===== config.mk =====
export PLATFORM = sky130hd
export DESIGN_NAME = timing_sequencer
export DESIGN_NICKNAME = d
export VERILOG_FILES = /design/src/rtl/timing_sequencer.sv
export SDC_FILE = /design/constraint.sdc
export NUM_CORES = 1
export LEC_CHECK = 0
export CAP_MARGIN = 5
export CORE_ASPECT_RATIO = 1.25
export CORE_MARGIN = 3
export CORE_UTILIZATION = 35
export CTS_BUF_LIST = sky130_fd_sc_hd__clkbuf_8
export CTS_CLUSTER_DIAMETER = 40
export DETAILED_ROUTE_END_ITERATION = 7
export SLEW_MARGIN = 30
export SYNTH_ARGS = -nofsm -noshare
export SYNTH_HDL_FRONTEND = slang
export SYNTH_SLANG_ARGS = --single-unit

===== constraint.sdc =====
create_clock -name CLK -period 1.8 [get_ports CLK]
set_input_delay 0.18 -clock CLK [delete_from_list [all_inputs] [get_ports CLK]]
set_output_delay 0.18 -clock CLK [all_outputs]
set_load 0.02 [all_outputs]

===== src/rtl/timing_sequencer.sv =====
// Master timing controller for the four-phase clock drivers: power-up, run/halt/step sequencing and W/X/Y/Z generator patterns.
// Optional driver-feedback phase monitor is enabled by defining PHASE_MON_EN.
module timing_sequencer #(
  parameter int PHASE_CYCLES   = 2,
  parameter int BITS_PER_WORD  = 14,
  parameter int STARTUP_CYCLES = 16
) (
  input  logic       CLK,
  input  logic       RESET,
  input  logic       ENABLE,
  input  logic       RUN_REQ,
  input  logic       STEP,
`ifdef PHASE_MON_EN
  input  logic [3:0] PH_FB,
  output logic       CLK_FAULT,
`endif
  output logic       BOP,
  output logic       CGPP,
  output logic       CGPPN,
  output logic       CGQP,
  output logic       CGQPN,
  output logic       CGRP,
  output logic       CGRPN,
  output logic [1:0] PHASE,
  output logic [3:0] BIT_TIME,
  output logic       WORD_END,
  output logic       RUNNING,
  output logic       HALTED
);

  localparam int PCW = (PHASE_CYCLES > 1) ? $clog2(PHASE_CYCLES) : 1;
  localparam int WCW = (STARTUP_CYCLES > 1) ? $clog2(STARTUP_CYCLES) : 1;
  localparam logic [PCW-1:0] PC_LAST  = PCW'(PHASE_CYCLES - 1);
  localparam logic [WCW-1:0] WC_LAST  = WCW'(STARTUP_CYCLES - 1);
  localparam logic [3:0]     BIT_LAST = 4'(BITS_PER_WORD - 1);

  typedef enum logic [1:0] {S_OFF, S_WARMUP, S_HALT, S_RUN} state_t;

  // {P,Q,R} generator pattern for each phase
  function automatic logic [2:0] f_pattern(input logic [1:0] ph);
    case (ph)
      2'd0:    f_pattern = 3'b101;
      2'd1:    f_pattern = 3'b011;
      2'd2:    f_pattern = 3'b110;
      default: f_pattern = 3'b000;
    endcase
  endfunction

  state_t           r_state, w_state_nx;
  logic [PCW-1:0]   r_pcnt, w_pcnt_nx;
  logic [WCW-1:0]   r_wcnt, w_wcnt_nx;
  logic [1:0]       r_phase, w_phase_nx;
  logic [3:0]       r_bit, w_bit_nx;
  logic             r_step, w_step_nx;

  logic             r_bop, r_cgp, r_cgpn, r_cgq, r_cgqn, r_cgr, r_cgrn;
  logic             r_wend, r_running, r_halted;
  logic             w_bop, w_wend;
  logic [2:0]       w_pat;

  logic             w_mismatch, w_fault;

`ifdef PHASE_MON_EN
  logic r_fault, r_ph_new;
  // feedback is allowed one settling cycle after every phase change
  assign w_mismatch = (r_state == S_RUN) && !r_ph_new && (PH_FB != (4'b0001 << r_phase));
  assign w_fault    = r_fault;
  assign CLK_FAULT  = r_fault;

  always_ff @(posedge CLK) begin
    if (RESET) begin
      r_fault  <= 1'b0;
      r_ph_new <= 1'b0;
    end else begin
      if (w_state_nx == S_OFF) r_fault <= 1'b0;
      else if (w_mismatch)     r_fault <= 1'b1;
      r_ph_new <= (w_state_nx == S_RUN) && ((r_state != S_RUN) || (w_phase_nx != r_phase));
    end
  end
`else
  assign w_mismatch = 1'b0;
  assign w_fault    = 1'b0;
`endif

  // State and output registers
  always_ff @(posedge CLK) begin
    if (RESET) begin
      r_state   <= S_OFF;
      r_pcnt    <= '0;
      r_wcnt    <= '0;
      r_phase   <= 2'd0;
      r_bit     <= 4'd0;
      r_step    <= 1'b0;
      r_bop     <= 1'b0;
      r_cgp     <= 1'b0;
      r_cgq     <= 1'b0;
      r_cgr     <= 1'b0;
      r_cgpn    <= 1'b1;
      r_cgqn    <= 1'b1;
      r_cgrn    <= 1'b1;
      r_wend    <= 1'b0;
      r_running <= 1'b0;
      r_halted  <= 1'b0;
    end else begin
      r_state   <= w_state_nx;
      r_pcnt    <= w_pcnt_nx;
      r_wcnt    <= w_wcnt_nx;
      r_phase   <= w_phase_nx;
      r_bit     <= w_bit_nx;
      r_step    <= w_step_nx;
      r_bop     <= w_bop;
      r_cgp     <= w_pat[2];
      r_cgq     <= w_pat[1];
      r_cgr     <= w_pat[0];
      r_cgpn    <= ~w_pat[2];
      r_cgqn    <= ~w_pat[1];
      r_cgrn    <= ~w_pat[0];
      r_wend    <= w_wend;
      r_running <= (w_state_nx == S_RUN);
      r_halted  <= (w_state_nx == S_HALT);
    end
  end

  // Next-state logic
  always_comb begin
    w_state_nx = r_state;
    w_pcnt_nx  = r_pcnt;
    w_wcnt_nx  = r_wcnt;
    w_phase_nx = r_phase;
    w_bit_nx   = r_bit;
    w_step_nx  = r_step;
    case (r_state)
      S_OFF: begin
        w_pcnt_nx  = '0;
        w_wcnt_nx  = '0;
        w_phase_nx = 2'd0;
        w_bit_nx   = 4'd0;
        w_step_nx  = 1'b0;
        if (ENABLE) w_state_nx = S_WARMUP;
      end
      S_WARMUP: begin
        if (r_wcnt == WC_LAST) begin
          w_state_nx = S_HALT;
          w_wcnt_nx  = '0;
        end else begin
          w_wcnt_nx  = r_wcnt + 1'b1;
        end
      end
      S_HALT: begin
        w_pcnt_nx  = '0;
        w_phase_nx = 2'd0;
        w_bit_nx   = 4'd0;
        if ((RUN_REQ || STEP) && !w_fault) begin
          w_state_nx = S_RUN;
          w_step_nx  = STEP;
        end
      end
      S_RUN: begin
        if (r_pcnt == PC_LAST) begin
          w_pcnt_nx  = '0;
          w_phase_nx = r_phase + 2'd1;
          if (r_phase == 2'd3) begin
            if (r_bit == BIT_LAST) begin
              w_bit_nx = 4'd0;
              if (r_step || !RUN_REQ) begin
                w_state_nx = S_HALT;
                w_step_nx  = 1'b0;
              end
            end else begin
              w_bit_nx = r_bit + 4'd1;
            end
          end
        end else begin
          w_pcnt_nx = r_pcnt + 1'b1;
        end
        if (w_mismatch) begin
          w_state_nx = S_HALT;
          w_pcnt_nx  = '0;
          w_phase_nx = 2'd0;
          w_bit_nx   = 4'd0;
          w_step_nx  = 1'b0;
        end
      end
      default: w_state_nx = S_OFF;
    endcase
    // power loss aborts anything, mid-word included
    if (!ENABLE) begin
      w_state_nx = S_OFF;
      w_pcnt_nx  = '0;
      w_wcnt_nx  = '0;
      w_phase_nx = 2'd0;
      w_bit_nx   = 4'd0;
      w_step_nx  = 1'b0;
    end
  end

  // Output logic, evaluated on next-state values so the registered outputs track the state
  always_comb begin
    w_bop  = 1'b0;
    w_pat  = 3'b000;
    w_wend = 1'b0;
    case (w_state_nx)
      S_WARMUP, S_HALT: w_pat = 3'b101;
      S_RUN: begin
        w_bop  = 1'b1;
        w_pat  = f_pattern(w_phase_nx);
        w_wend = (w_phase_nx == 2'd3) && (w_pcnt_nx == PC_LAST) && (w_bit_nx == BIT_LAST);
      end
      default: w_pat = 3'b000;
    endcase
  end

  assign BOP      = r_bop;
  assign CGPP     = r_cgp;
  assign CGPPN    = r_cgpn;
  assign CGQP     = r_cgq;
  assign CGQPN    = r_cgqn;
  assign CGRP     = r_cgr;
  assign CGRPN    = r_cgrn;
  assign PHASE    = r_phase;
  assign BIT_TIME = r_bit;
  assign WORD_END = r_wend;
  assign RUNNING  = r_running;
  assign HALTED   = r_halted;

endmodule


==> summary.md, run 1 <==
| Metric | Value |
|---|---|
| Number of cells traversed by the worst register-to-register path | 10 |
| Via count of the first global-routing pass | between 1,000 and 1,500 |
| Number of setup violations in the final report | 0 |
| Clock H-tree levels | 1 |
| Cell depth of the worst setup path | 10 |
| Reg2Reg Launch Point | r_wcnt[0]$_SDFFE_PP0P_ |
| Startpoint kind of the worst setup timing path | register |
| RSZ-0062 raised after global routing | yes |
| Worst slack after detailed placement | -0.1394 ns |
| Slew at the pin closest to its max-slew limit | 0.3016 ns |
| Wire length per cell after detailed routing | 13.32 um |
| Share of the clock period used by the worst path | 0.9799 |
| Port Buffer Count | 20 |
| Critical path buffer and inverter count | 3 |
| Layout Cell Area excl Fill | ~1700 sq um |
| Class of the most critical hold timing path | reg2reg |
| Number of remaining DRC errors | 0 |
| Number of iterations in the first detailed-routing pass | 4 |
| Placed cell area | 1563 sq um |
| Worst ir drop on vdd | 0.0004435 V |
| Placeable core region | approximately 3000 sq um |
| Crit path max fanout | 3 |
| XOR/XNOR Fraction of Synth Area | 0.007735 |
| Post-synthesis async set-or-reset flop share | 0 |
| Commonest cells after routing, fill and taps aside | 25 x sky130_fd_sc_hd__buf_4, 20 x sky130_fd_sc_hd__clkdlybuf4s50_1, 15 x sky130_fd_sc_hd__dfxtp_1 |
| Max-capacitance violation count | 0 |
| Sequential group share of total power | 0.566 |
| Last element of the critical path | CGRP$_SDFF_PP0_ |
| Die area | 3958 sq um |
| Num ports | 21 |
| Overflow after GRT | 0 |
| Global-route usage over all layers | 0.1470 |
| Filler Cell Count | approximately 280 |
| FF+latch count, synth | 23 |
| Crit. Startpoint | r_wcnt[0]$_SDFFE_PP0P_ |
| Crit path cell chain | ha_1, and3_4, a21o_1, buf_4, nand2_2, inv_4, ha_4, nor3b_4, o21ai_2, inv_1 |
| CTS Sinks | 23 |
| CTS Buffer Depth | 2 |
| Number of synthesized flops with an enable pin | 0 |
| Total power after layout | 0.9088 mW |
| Clock tree from TritonCTS | built |
| Net load switching power | 0.2061 mW |
| Capturing point of the worst reg2reg path | CGRP$_SDFF_PP0_ |
| Max-slew violation count | 0 |
| Post-layout min period | 1.764 ns |
| Chip width | about 57 um |
| Setup slack of the critical path after layout | 0.03623 ns |
| Portion of the post-synthesis area used by sequential elements | 0.4066 |
| Syn nets | 141 |
| Area share of fa/ha/maj cells after synthesis | 0.1326 |
| # nets final | 189 |
| Number of vias in the routed layout | 1,051 |
| Overall routed net length | 2758 um |
| Max transition margin | 0.7968 |
| Root buf cell | sky130_fd_sc_hd__clkbuf_8 |
| Number of library cell types mapped by synthesis | 36 |
| Synthesis-to-layout area growth | 52.82% |
| FF-to-FF setup slack | approximately 0.036 ns |
| Iteration-0 DRC count of the detailed router | 12 |
| Mux share of post-synthesis cell area | 0.009945 |
| Antenna Nets Post-Route | 0 |
| Yosys warning total | 0 |
| Highest achievable clock rate | 567.0 MHz |
| Largest stage delay on the critical path | 0.33 ns |
| Synthesized instance count | about 120 |
| Combinational fraction of design power | 0.075 |
| Critical path's top delay family | simple AND/OR/NAND/NOR gates |
| Avg Synthesized Cell Area | around 9.1 sq um |
| Number of hold violations in the final report | 0 |
| Vias per Instance | 5.077 |
| Arrival time at the worst endpoint | 1.93 ns |
| First-pass GRT wire length | about 4700 um |
| Leading cell type in the layout, fill and taps excluded | sky130_fd_sc_hd__buf_4 |
| Cell Int Power | 0.7028 mW |
| Reported leakage power | 0.6998 nW |
| Maximum number of pins on one net before global-route repair | 15 |
| Post-synth design cell area | 1132 sq um |
| Simple-gate share of the synthesized area | 0.2586 |
| Cell with the largest stage delay on the worst path | sky130_fd_sc_hd__dfxtp_2 |
| Most frequently used flop master after synthesis | sky130_fd_sc_hd__dfxtp_1 |
| Die Ht | 69.60 um |
| Power share of the clock group | 0.359 |
| Number of buffers added by the clock tree synthesis step | 3 |
| Complex-gate fraction of the synthesized area | 0.1414 |
| Clock insertion delay at the later pin of the skew report | between 0.2 and 0.3 ns |
| Worst-path clk slew | around 0.09 ns |
| Status | complete, no violations |
| HPWL after DPL | around 2100 um |
| Combinational family with the most area after synthesis | simple AND/OR/NAND/NOR gates |
| Sum Neg Setup Slack | 0 ns |
| Clock skew | 0.005985 ns |
| Initial standard-cell utilization of the core | 0.3740 |
| Routability Congestion | around 0.77 |
| Power per cell area | 525.2 nW/um^2 |
| # rows | 22 |
| Setup Crit Path Kind | reg2reg |
| Core Util, Final | 0.5715 |
| Sw Ratio | 0.2268 |
| Initial antenna violation count | 0 |
| Count of hold-fix buffers inserted at cts | 0 |
| Share of cells above drive strength 1 | 0.3684 |
| Data required time of the critical path | 1.97 ns |
| Number of antenna cells inserted | 0 |
| Kind of end point of the critical path | register |
## synth_stat cells, types with 2 or more instances
| library cell | number | area share |
|---|---|---|
| sky130_fd_sc_hd__dfxtp_1 | 23 | 0.41 |
| sky130_fd_sc_hd__nand2b_1 | 4 | 0.022 |
| sky130_fd_sc_hd__or3_1 | 2 | 0.011 |
| sky130_fd_sc_hd__o211ai_1 | 2 | 0.013 |
| sky130_fd_sc_hd__nor2b_1 | 8 | 0.044 |
| sky130_fd_sc_hd__nand3b_1 | 3 | 0.020 |
| sky130_fd_sc_hd__inv_1 | 7 | 0.023 |
| sky130_fd_sc_hd__and3_1 | 2 | 0.011 |
| sky130_fd_sc_hd__a21oi_1 | 10 | 0.044 |
| sky130_fd_sc_hd__o21ai_0 | 7 | 0.031 |
| sky130_fd_sc_hd__ha_1 | 12 | 0.13 |
| sky130_fd_sc_hd__nand4_1 | 3 | 0.017 |
| sky130_fd_sc_hd__nand2_1 | 9 | 0.030 |
| sky130_fd_sc_hd__nor2_1 | 7 | 0.023 |
| sky130_fd_sc_hd__nand3_1 | 3 | 0.013 |
| sky130_fd_sc_hd__nor3_1 | 2 | 0.0088 |
## metal layers
layer,vias up,GRT usage,part of all wire
li1,526,-,-
met1,501,0.1592,0.41
met2,18,0.2674,0.54
met3,6,0.03724,0.037
met4,0,0.05670,0.016
met5,-,0,0
## layout make-up
type	count	area, sq um	share of cell area
inverter	7	28.78	0.01663
tap	36	45.04	0.02603
clock buffer	3	41.29	0.02386
clock inverter	1	7.507	0.004338
sequential	23	475.5	0.2748
multi-input combinational	91	733.2	0.4237
timing repair buffer	46	399.1	0.2307
## cells by family after synthesis
| family | count (synthesis) |
|---|---|
| compound gates | 26 |
| xor+xnor | 1 |
| fa+ha+maj | 12 |
| buf+inv | 10 |
| flops | 23 |
| mux | 1 |
| simple gates | 51 |
## metrics by stage
| stage | instances | hold slack [ns] |
|---|---|---|
| CTS | 206 | 0.5256 |
| global placement | 200 | 0.4707 |
| global route | 207 | 0.5350 |
| floorplan | 124 | 0.2427 |
| finish | 207 | 0.5237 |
| detailed placement | 200 | 0.4917 |
## worst min-delay path: cells and delay by family, from the launching register on
kind	cells	cell delay, ns
AO/OA/AOI/OAI	2	0.15
flip-flops	1	0.33
## repair_timing
item	CTS	global route
setup buffers	2	1
setup endpoints to repair	7	8
gates resized for setup	16	12
pin swaps	7	7
## worst min-delay path by stage
stage,startpoint,cells past startpoint,endpoint
floorplan,RESET,1,PHASE[0]$_SDFF_PP0_
global placement,r_wcnt[3]$_SDFFE_PP0P_,2,r_wcnt[3]$_SDFFE_PP0P_
detailed placement,r_wcnt[0]$_SDFFE_PP0P_,2,r_wcnt[0]$_SDFFE_PP0P_
CTS,r_wcnt[2]$_SDFFE_PP0P_,2,r_wcnt[2]$_SDFFE_PP0P_
global route,r_wcnt[3]$_SDFFE_PP0P_,2,r_wcnt[3]$_SDFFE_PP0P_
finish,r_wcnt[3]$_SDFFE_PP0P_,2,r_wcnt[3]$_SDFFE_PP0P_
## registers in the layout, summed over array words and instances (netlist names), 2 cells and up
signal    count
r_state       2
r_wcnt        4
PHASE         2
BIT_TIME      4
## power groups by stage
| stage | Sequential (mW) | Clock (mW) | Combinational, mW |
|---|---|---|---|
| 6_report | 0.514 | 0.326 | 0.0684 |
| 5_1_grt | 0.515 | 0.360 | 0.0739 |
| 4_1_cts | 0.514 | 0.339 | 0.0641 |
| 3_5_place_dp | 0.526 | 0 | 0.0590 |
| 3_3_place_gp | 0.526 | 0 | 0.0582 |
| 2_1_floorplan | 0.530 | 0 | 0.0192 |
(Power assumes the default switching activity.)
==> run 2: changes to the inputs <==
SLEW_MARGIN = 20   (was 30)
==> results of run 2 <==
The final DEF is identical to that of run 1; final timing and power are the same.
